$ cat config.mk
export PLATFORM = sky130hd
export DESIGN_NAME = fetch_stage
export DESIGN_NICKNAME = d
export VERILOG_FILES = /design/src/rtl/fetch_stage.sv
export SDC_FILE = /design/constraint.sdc
export NUM_CORES = 1
export LEC_CHECK = 0
export BUFFER_PORTS_ARGS = -buffer_cell sky130_fd_sc_hd__buf_2
export CAP_MARGIN = 40
export CELL_PAD_IN_SITES_DETAIL_PLACEMENT = 1
export CELL_PAD_IN_SITES_GLOBAL_PLACEMENT = 1
export CORE_MARGIN = 2
export CORE_UTILIZATION = 33
export CTS_CLUSTER_SIZE = 30
export DETAILED_ROUTE_END_ITERATION = 10
export PLACE_DENSITY = 0.78
export SYNTH_ARGS = -nofsm -noshare
export SYNTH_HDL_FRONTEND = slang
export SYNTH_SLANG_ARGS = --single-unit
$ cat constraint.sdc
create_clock -name clk -period 1.7 [get_ports clk]
set_input_delay 0.255 -clock clk [delete_from_list [all_inputs] [get_ports clk]]
set_output_delay 0.255 -clock clk [all_outputs]
set_load 0.01 [all_outputs]
$ cat src/rtl/fetch_stage.sv
// Instruction-fetch stage: program counter, instruction-memory addressing,
// IF/ID pipeline register, halt handling and saturating stall/flush counters.
module fetch_stage #(
   parameter logic [31:0] RESET_PC    = 32'h0000_0000,
   parameter logic [5:0]  HALT_OPCODE = 6'h3F
) (
   input  logic        clk,
   input  logic        rst,
   input  logic        stall,
   input  logic        flush,
   input  logic        branch_taken,
   input  logic [31:0] branch_target,
   output logic [31:0] imem_addr,
   input  logic [31:0] imem_data,
   output logic [31:0] id_pc,
   output logic [31:0] id_instr,
   output logic        id_valid,
   output logic        halted,
   output logic [15:0] stall_count,
   output logic [15:0] flush_count
);

   localparam int unsigned XLEN  = 32;
   localparam int unsigned CNT_W = 16;
   localparam int unsigned OPC_W = 6;

   typedef enum logic [0:0] {
      S_RUN  = 1'b0,
      S_HALT = 1'b1
   } state_e;

   // IF/ID register payload handed to decode
   typedef struct packed {
      logic [XLEN-1:0] pc;
      logic [XLEN-1:0] instr;
      logic            valid;
   } ifid_t;

   localparam ifid_t IFID_BUBBLE = '0;

   state_e           state_q, state_d;
   logic [XLEN-1:0]  pc_q, pc_d;
   ifid_t            ifid_q, ifid_d;
   logic [CNT_W-1:0] stall_cnt_q, stall_cnt_d;
   logic [CNT_W-1:0] flush_cnt_q, flush_cnt_d;

   logic [XLEN-1:0]  pc_inc_c;
   logic             halt_word_c;

   // Counter increment that sticks at all-ones
   function automatic logic [CNT_W-1:0] sat_inc(input logic [CNT_W-1:0] v);
      return (v == {CNT_W{1'b1}}) ? v : v + CNT_W'(1);
   endfunction

   // Sequential PC increment (wraps naturally) and halt-opcode decode
   always_comb begin
      pc_inc_c    = pc_q + XLEN'(1);
      halt_word_c = (imem_data[XLEN-1 -: OPC_W] == HALT_OPCODE);
   end

   // Next-state logic in priority order: redirect, flush, stall, halt, fetch
   always_comb begin
      state_d     = state_q;
      pc_d        = pc_q;
      ifid_d      = ifid_q;
      stall_cnt_d = stall_cnt_q;
      flush_cnt_d = flush_cnt_q;

      if (branch_taken) begin
         // Redirect beats stall and flush and is the only exit from HALT
         pc_d        = branch_target;
         ifid_d      = IFID_BUBBLE;
         state_d     = S_RUN;
         flush_cnt_d = sat_inc(flush_cnt_q);
      end else if (flush) begin
         // Fetched word is discarded, so its opcode is never inspected
         ifid_d      = IFID_BUBBLE;
         flush_cnt_d = sat_inc(flush_cnt_q);
         if (!stall && (state_q == S_RUN)) begin
            pc_d = pc_inc_c;
         end
      end else if (stall) begin
         stall_cnt_d = sat_inc(stall_cnt_q);
      end else begin
         unique case (state_q)
            S_HALT: begin
               ifid_d = IFID_BUBBLE;
            end
            S_RUN: begin
               ifid_d.pc    = pc_inc_c;
               ifid_d.instr = imem_data;
               ifid_d.valid = 1'b1;
               pc_d         = pc_inc_c;
               if (halt_word_c) begin
                  state_d = S_HALT;
               end
            end
            default: begin
               state_d = S_RUN;
            end
         endcase
      end
   end

   // State register with synchronous active-low reset
   always_ff @(posedge clk) begin
      if (!rst) begin
         state_q     <= S_RUN;
         pc_q        <= RESET_PC;
         ifid_q      <= IFID_BUBBLE;
         stall_cnt_q <= '0;
         flush_cnt_q <= '0;
      end else begin
         state_q     <= state_d;
         pc_q        <= pc_d;
         ifid_q      <= ifid_d;
         stall_cnt_q <= stall_cnt_d;
         flush_cnt_q <= flush_cnt_d;
      end
   end

   // Output mapping; only the memory address is combinational from the PC
   assign imem_addr   = pc_q;
   assign id_pc       = ifid_q.pc;
   assign id_instr    = ifid_q.instr;
   assign id_valid    = ifid_q.valid;
   assign halted      = (state_q == S_HALT);
   assign stall_count = stall_cnt_q;
   assign flush_count = flush_cnt_q;

endmodule

==> metrics.md, run 1 <==
| Metric | Value |
|---|---|
| Result of the run | `completed` |
| CTS tree | `yes` |
| Most frequent standard cell in the layout excluding fill and tap cells | `sky130_fd_sc_hd__buf_2` |
| Number of instances in the placed design | `1182` |
| Cell row count | `49` |
| Residual DRC | `0` |
| Share of power burned in registers | `between 30% and 40%` |
| Clock latency on the worst-skew pair | `0.43 ns` |
| Net count of the mapped netlist | `765` |
| Cell types with the largest area share after synthesis | `sky130_fd_sc_hd__dfxtp_1, sky130_fd_sc_hd__xnor2_1, sky130_fd_sc_hd__nor2_1` |
| Areal power density over the cells | `between 900 and 1000 mW/mm²` |
| Crit Path Class | `reg -> reg` |
| Effective utilization at floorplan | `between 30% and 40%` |
| Worst min path class | `in -> reg` |
| Leakage power | `3.85 nW` |
| Sum of negative setup slack | `0 ns` |
| CTS hold repair buffers | `0` |
| Cell taking the most area after synthesis | `sky130_fd_sc_hd__dfxtp_1` |
| Number of cells on the worst reg-to-reg path | `6` |
| Clock network fraction of total power | `50.5%` |
| WL per Instance | `18.2 µm` |
| DRT met1 WL | `around 9.4 mm` |
| Worst Setup End Kind | `flip-flop` |
| Clk root buf | `sky130_fd_sc_hd__clkbuf_16` |
| Count of nets left with antenna violations after detail routing | `0` |
| CTS sink count | `130` |
| Post-synthesis instance area | `0.00606 mm²` |
| Critical path required time | `1.99 ns` |
| Reported net switching power | `approximately 2.0 mW` |
| Cell-internal power | `slightly above 6 mW` |
| Maximum number of pins on one net before global-route repair | `42` |
| Startpoint type of the worst setup path | `flip-flop` |
| Antenna violations before repair | `2` |
| Most used flip-flop cell after synthesis | `sky130_fd_sc_hd__dfxtp_1` |
| Number of ports placed on the die boundary | `199` |
| Gate power share | `a little over a tenth` |
| Netlist cell types | `61` |
| Share of cells above drive strength 1 | `41.7%` |
| Number of flops mapped to enable cells by yosys | `0` |
| Total of endpoints with negative setup slack in the final report | `0` |
| VDD IR-drop max | `roughly 0.00074 V` |
| DR vias/cell | `5.19` |
| Setup repair after global routing missed its margin | `yes` |
| Number of hold violations in the final report | `0` |
| Setup clock skew after layout | `between 0.015 and 0.02 ns` |
| # Max-Cap Violations | `0` |
| Measured slew at the worst slew-check pin | `0.439 ns` |
| Mean Syn Cell Area | `8.74 µm²` |
| Final number of max-transition violations | `0` |
| Max-Slew Margin vs Limit | `a little over two thirds` |
| Most frequent cells in the layout | `sky130_fd_sc_hd__buf_2, sky130_fd_sc_hd__dfxtp_1, sky130_fd_sc_hd__buf_4` |
| Grt ovf | `0` |
| Crit path time final | `about 1.7 ns` |
| Number of CTS-inserted buffers | `17` |
| Routed wl met3 | `around 1.2 mm` |
| Cells after Synth | `693` |
| Count of placed standard cells in the final layout, fillers left out | `1221` |
| Switching share of total power | `between 20% and 30%` |
| Gr usage total | `a little over a fifth` |
| Fillers | `roughly 2100` |
| Core area | `0.0180 mm²` |
| Routed via count | `~6300` |
| Xor-xnor portion of the synthesized cell area | `11.1%` |
| Count of H-tree levels built during CTS | `4` |
| Part of the Yosys area used for sequential elements | `43.0%` |
| Number of detailed-routing iterations run before antenna repair | `4` |
| Async S/R FF share, synth | `0%` |
| Final nets | `between 1000 and 1500` |
| Horizontal die dimension | `139 µm` |
| Synth Area in Adders | `0.620%` |
| Worst endpoint data arrival time | `1.98 ns` |
| Flip-flop and latch count after synthesis | `130` |
| Via count of the first global-routing pass | `~6600` |
| Post-synthesis simple-gate area fraction | `25.0%` |
| Global-route wire length before repair | `34.3 mm` |
| Post-CTS clock slew at the launch and capture registers of the worst setup and hold paths | `around 0.06 ns` |
| Complex-gate fraction of the synthesized area | `15.6%` |
| Dpl hpwl | `15.8 mm` |
| Overall die height | `around 140 µm` |
| WL met2 | `roughly 11 mm` |
| Share of synthesized area spent on multiplexers | `0%` |
| Total detailed-routing wirelength | `between 20 and 25 mm` |
| Final Cycle Share | `between 90% and 100%` |
| Uppermost layer routed | `met5` |
| Achievable frequency | `slightly below 0.6 GHz` |
| Total die area | `between 0.015 and 0.02 mm²` |
| Hold-critical path depth | `3` |
| DRC marker count from the first detailed-route iteration | `281` |
| Biggest fanout along the worst timing path | `8` |
| IO buf count | `198` |
| Count of synthesis-stage warnings from yosys | `0` |
| Clock tree buffer depth | `2` |
| Area grow syn2layout | `46.6%` |
| Share of the synthesized area in the top cell type | `between 40% and 50%` |
| Weighted congestion at the end of routability-driven global placement | `0.853` |
| Main combinational cell family by area after synthesis | `simple AND/OR/NAND/NOR gates` |
-- registers in the layout (all words and copies together) (netlist names) --
name and cells:
id_pc 32, id_valid 1, id_instr 32, imem_addr 32
halted 1, stall_count 16, flush_count 16
-- stage by stage --
| stage | area, µm² | power (mW) | util [%] | worst slack [ns] | hold WS [ns] |
|---|---|---|---|---|---|
| 2_1_floorplan | 6080 | 3.68 | - | 0.0112 | 0.394 |
| 3_3_place_gp | 7970 | 4.08 | 44.4 | -0.0305 | 0.434 |
| 3_5_place_dp | 7970 | 4.11 | 44.4 | -0.109 | 0.440 |
| 4_1_cts | 8670 | 8.26 | 48.3 | -0.00750 | 0.0553 |
| 5_1_grt | 8880 | 8.51 | 49.4 | -0.0850 | 0.0642 |
| 6_report | 8880 | 8.23 | 49.4 | 0.00917 | 0.0520 |
-- final cells by class --
type,count,area (µm²),share of cell area (%)
diodes,1,2.50,0.0282
flip-flops and latches,130,2630,29.6
inverters,5,18.8,0.211
clock buffers,20,457,5.14
clock inverters,12,204,2.30
repair buffers,313,1920,21.7
multi-input cells,511,3360,37.9
well taps,229,287,3.23
-- power by group through the flow --
| stage | logic [mW] | clock network (mW) | registers (mW) |
|---|---|---|---|
| floorplan | 0.350 | 0 | 3.33 |
| global placement | 0.815 | 0 | 3.27 |
| detailed placement | 0.833 | 0 | 3.27 |
| CTS | 0.845 | 4.21 | 3.21 |
| global route | 0.939 | 4.35 | 3.22 |
| finish | 0.864 | 4.16 | 3.22 |
-- logic make-up (layout without fill, tap and decap cells) --
family	after synthesis	count (layout)
compound gates	155	155
flops	130	130
buf+inv	52	350
xor+xnor	77	77
other cells	0	1
simple gates	276	276
fa+ha+maj	3	3
-- routing by layer --
metal / GRT usage, % / vias to the layer above
met5: 0 / -
li1: - / 3047
met1: 26.5 / 3079
met4: 7.55 / 2
met3: 5.33 / 30
met2: 37.7 / 174
-- synth_stat cells, types with 2 or more instances --
cell type,count
sky130_fd_sc_hd__a31oi_1,2
sky130_fd_sc_hd__and2_1,4
sky130_fd_sc_hd__nor2_1,85
sky130_fd_sc_hd__xnor2_1,43
sky130_fd_sc_hd__and4b_1,2
sky130_fd_sc_hd__ha_1,3
sky130_fd_sc_hd__clkbuf_1,27
sky130_fd_sc_hd__nor3_1,20
sky130_fd_sc_hd__nor4_4,4
sky130_fd_sc_hd__and3_1,6
sky130_fd_sc_hd__buf_2,6
sky130_fd_sc_hd__buf_1,2
sky130_fd_sc_hd__nand4_1,21
sky130_fd_sc_hd__and3_2,4
sky130_fd_sc_hd__xor2_1,34
sky130_fd_sc_hd__or4_1,2
sky130_fd_sc_hd__nor4_1,7
sky130_fd_sc_hd__nand2_1,55
sky130_fd_sc_hd__and4_2,3
sky130_fd_sc_hd__a211oi_1,7
sky130_fd_sc_hd__a21oi_1,31
sky130_fd_sc_hd__a22oi_1,39
sky130_fd_sc_hd__nor3b_1,2
sky130_fd_sc_hd__nand3_1,32
sky130_fd_sc_hd__nand4_4,3
sky130_fd_sc_hd__nand4_2,3
sky130_fd_sc_hd__a2111oi_0,2
sky130_fd_sc_hd__clkbuf_8,4
sky130_fd_sc_hd__buf_6,3
sky130_fd_sc_hd__or3_1,5
sky130_fd_sc_hd__o21ai_0,61
sky130_fd_sc_hd__buf_4,3
sky130_fd_sc_hd__inv_1,4
sky130_fd_sc_hd__dfxtp_1,130
sky130_fd_sc_hd__and4_1,7
sky130_fd_sc_hd__o211ai_1,2
-- final timing paths --
check,start,endpoint,slack (ns)
worst max-delay path,imem_addr[3]$_SDFFE_PN0P_,id_pc[30]$_SDFFE_PP0N_,0.009
worst min-delay path,imem_data[17],id_instr[17]$_SDFFE_PP0N_,0.05
worst max register to register,imem_addr[3]$_SDFFE_PN0P_,id_pc[30]$_SDFFE_PP0N_,0.009
worst min register to register,id_pc[26]$_SDFFE_PP0N_,id_pc[26]$_SDFFE_PP0N_,0.45
-- what timing repair did --
action	in CTS	in global routing
gates resized for setup	11	47
buffers inserted	1	5
hold endpoints to repair	0	0
setup endpoints to repair	16	38
pin swaps	2	9
-- critical path, cell delays in order (launching register included) --
cell and delay, ns:
sky130_fd_sc_hd__dfxtp_1 0.36, sky130_fd_sc_hd__and4_2 0.28, sky130_fd_sc_hd__buf_6 0.16, sky130_fd_sc_hd__and3_4 0.22, sky130_fd_sc_hd__nand4_1 0.16, sky130_fd_sc_hd__xor2_1 0.26, sky130_fd_sc_hd__o21ai_0 0.11
Note: power is estimated with default switching activity, not from simulation.
==> run 2: changes to the inputs <==
- REMOVE_ABC_BUFFERS: default -> 1
==> metrics.md, run 2 (synthesized netlist as in run 1, its figures left out) <==
| Metric | Value |
|---|---|
| Result of the run | `completed (unchanged)` |
| Crit Path Class | `reg -> reg (unchanged)` |
| Biggest fanout along the worst timing path | `7 (was 8)` |
| Sum of negative setup slack | `0 ns (unchanged)` |
| Share of cells above drive strength 1 | `40.2% (was 41.7%)` |
| Final nets | `1038 (was 1050)` |
| Horizontal die dimension | `139 µm (unchanged)` |
| CTS sink count | `130 (unchanged)` |
| Number of cells on the worst reg-to-reg path | `6 (unchanged)` |
| Setup crit start | `imem_addr[4]$_SDFFE_PN0P_ (was imem_addr[3]$_SDFFE_PN0P_)` |
| Core area | `0.0180 mm² (unchanged)` |
| Number of hold violations in the final report | `0 (unchanged)` |
| Number of detailed-routing iterations run before antenna repair | `4 (unchanged)` |
| Achievable frequency | `0.601 GHz (was 0.591 GHz)` |
| Worst min path class | `in -> reg (unchanged)` |
| Cells along the critical path | `and4_4 > buf_4 > nand4_4 > nor4_4 > xnor2_1 > a21oi_1 (was and4_2 > buf_6 > and3_4 > nand4_1 > xor2_1 > o21ai_0)` |
| Area grow syn2layout | `41.8% (was 46.6%)` |
| Count of nets left with antenna violations after detail routing | `0 (unchanged)` |
| Met2 Use GR | `37.4% (was 37.7%)` |
| Crit path time final | `1.66 ns (was 1.69 ns)` |
| Hold-critical path depth | `3 (unchanged)` |
| Met3 track demand over resource in global routing | `5.37% (was 5.33%)` |
| Count of placed standard cells in the final layout, fillers left out | `1204 (was 1221)` |
| Total die area | `0.0195 mm² (unchanged)` |
| Gr usage total | `22.1% (was 21.8%)` |
| Clk root buf | `sky130_fd_sc_hd__clkbuf_16 (unchanged)` |
| Total of endpoints with negative setup slack in the final report | `0 (unchanged)` |
| Residual DRC | `0 (unchanged)` |
| Overall die height | `139 µm (unchanged)` |
| # Max-Cap Violations | `0 (unchanged)` |
| Startpoint type of the worst setup path | `flip-flop (unchanged)` |
| Fillers | `2192 (was 2135)` |
| Worst Setup End Kind | `flip-flop (unchanged)` |
| Global-route wire length before repair | `34.3 mm (about the same)` |
| IO buf count | `198 (unchanged)` |
| Weighted congestion at the end of routability-driven global placement | `0.844 (was 0.853)` |
| Final standard cell utilization of the core | `47.8% (was 49.4%)` |
| DR vias/cell | `5.15 (was 5.19)` |
| Clock tree buffer depth | `2 (unchanged)` |
| Antenna violations before repair | `1 (was 2)` |
| Final number of max-transition violations | `0 (unchanged)` |
| Setup repair after global routing missed its margin | `yes (unchanged)` |
| Delay of the slowest cell on the worst path | `0.35 ns (was 0.36 ns)` |
| Met1 global-route usage | `26.8% (was 26.5%)` |
| Most frequent standard cell in the layout excluding fill and tap cells | `sky130_fd_sc_hd__buf_2 (unchanged)` |
| Area of all placed cells without fillers | `0.00859 mm² (was 0.00888 mm²)` |
| Grt ovf | `0 (unchanged)` |
| Min-delay src | `imem_data[10] (was imem_data[17])` |
| Total area of sequential cells | `0.00262 mm² (was 0.00263 mm²)` |
| Reg-to-reg critical path startpoint | `imem_addr[4]$_SDFFE_PN0P_ (was imem_addr[3]$_SDFFE_PN0P_)` |
| CTS tree | `yes (unchanged)` |
| VDD IR-drop max | `0.000732 V (was 0.000738 V)` |
| Number of instances in the placed design | `1174 (was 1182)` |
| Max-Slew Margin vs Limit | `69.3% (was 70.7%)` |
| Number of ports placed on the die boundary | `199 (unchanged)` |
| Measured slew at the worst slew-check pin | `0.461 ns (was 0.439 ns)` |
| Diode insertion count for antenna repair | `0 (was 1)` |
| Most frequent cells in the layout | `sky130_fd_sc_hd__buf_2, sky130_fd_sc_hd__dfxtp_1, sky130_fd_sc_hd__buf_4 (unchanged)` |
| GR peak layer | `met2 (unchanged)` |
| Effective utilization at floorplan | `33.7% (unchanged)` |
| Total detailed-routing wirelength | `21.5 mm (was 22.2 mm)` |
| Number of CTS-inserted buffers | `17 (unchanged)` |
| WL per Instance | `17.9 µm (was 18.2 µm)` |
| Routed via count | `6204 (was 6332)` |
| Worst endpoint data arrival time | `1.97 ns (was 1.98 ns)` |
| DP Area | `0.00784 mm² (was 0.00797 mm²)` |
| Clock latency on the worst-skew pair | `0.43 ns (about the same)` |
| Areal power density over the cells | `881 mW/mm² (was 927 mW/mm²)` |
| Maximum number of pins on one net before global-route repair | `43 (was 42)` |
| Dpl hpwl | `15.7 mm (was 15.8 mm)` |
| Setup clock skew after layout | `0.00773 ns (was 0.0163 ns)` |
| Multi-input gate area | `0.00333 mm² (was 0.00336 mm²)` |
| Total chip power | `7.57 mW (was 8.23 mW)` |
| Final Cycle Share | `97.9% (was 99.5%)` |
| Count of H-tree levels built during CTS | `4 (unchanged)` |
| Critical path required time | `2.00 ns (was 1.99 ns)` |
| Leakage power | `3.73 nW (was 3.85 nW)` |
| Via count of the first global-routing pass | `6484 (was 6618)` |
| Cell row count | `49 (unchanged)` |
| Post-CTS clock slew at the launch and capture registers of the worst setup and hold paths | `0.05 ns (was 0.06 ns)` |
| Slowest cell on the critical path | `sky130_fd_sc_hd__dfxtp_1 (unchanged)` |
| DRC marker count from the first detailed-route iteration | `244 (was 281)` |
[run 2: changes by cell type in the layout (fill, tap and decap cells not counted), moves of 2 or more]
cell                         before  now
sky130_fd_sc_hd__clkinvlp_4       3    1
sky130_fd_sc_hd__nor3_4           2    0
sky130_fd_sc_hd__buf_4          108  100
sky130_fd_sc_hd__clkinv_4         2    0
sky130_fd_sc_hd__nor3_2           4    6
sky130_fd_sc_hd__nand3_4          2    0
sky130_fd_sc_hd__and2_4           0    2
sky130_fd_sc_hd__dfxtp_2         17   15
sky130_fd_sc_hd__nand3_2          0    2
sky130_fd_sc_hd__dfxtp_1        112  115
sky130_fd_sc_hd__clkinv_2         1    3
sky130_fd_sc_hd__bufinv_16        5    2
sky130_fd_sc_hd__buf_12           5    1
[run 2: metal layers]
layer  vias up  wire length [µm]
met3        43              1030
met1      2974              9340
met5         -                 7
li1       3021                 -
met4         2               598
met2       164             10600
[run 2: final timing paths]
kind,endpoint,slack [ns]
max,imem_addr[28]$_SDFFE_PN0P_,0.04
max reg2reg,imem_addr[28]$_SDFFE_PN0P_,0.04
min reg2reg,id_pc[23]$_SDFFE_PP0N_,0.45
min,id_instr[10]$_SDFFE_PP0N_,0.06
[run 2: through the flow]
step | hold slack, ns | worst slack, ns
floorplan | 0.385 | -0.260
global placement | 0.431 | -0.0642
detailed placement | 0.440 | -0.0989
CTS | 0.0414 | 0.00341
global route | 0.0537 | -0.0370
finish | 0.0563 | 0.0364
[run 2: area by class of cell]
| cell class | instances | share of cell area [%] |
|---|---|---|
| multi-input combinational | 511 | 38.7 |
| sequential | 130 | 30.5 |
| timing repair buffer | 301 | 20.8 |
| clock buffer | 22 | 5.52 |
| tap | 229 | 3.33 |
| clock inverter | 6 | 0.961 |
| inverter | 5 | 0.218 |
[run 2: report_power, final]
part | total, mW | switching (mW) | internal (mW) | leakage [nW]
logic | 0.787 | 0.441 | 0.346 | 2.39
clock network | 3.56 | 1.33 | 2.23 | 0.274
registers | 3.22 | 0.0847 | 3.14 | 1.06
total | 7.57 | 1.86 | 5.72 | 3.73
[run 2: critical path, delay by kind of cell, from the launching register on]
family                    cells  cell delay (ns)
and+or+nand+nor               3             0.81
DFF                           1             0.35
xor gates and xnor gates      1             0.15
buffers and inverters         1             0.14
AOI/OAI and AO/OA             1             0.09
[run 2: repair_timing]
item,in CTS,in global routing
gates resized for setup,13,38
hold buffers,0,0
pin swaps,0,6
setup buffers,0,2
endpoints found under the setup margin,15,38
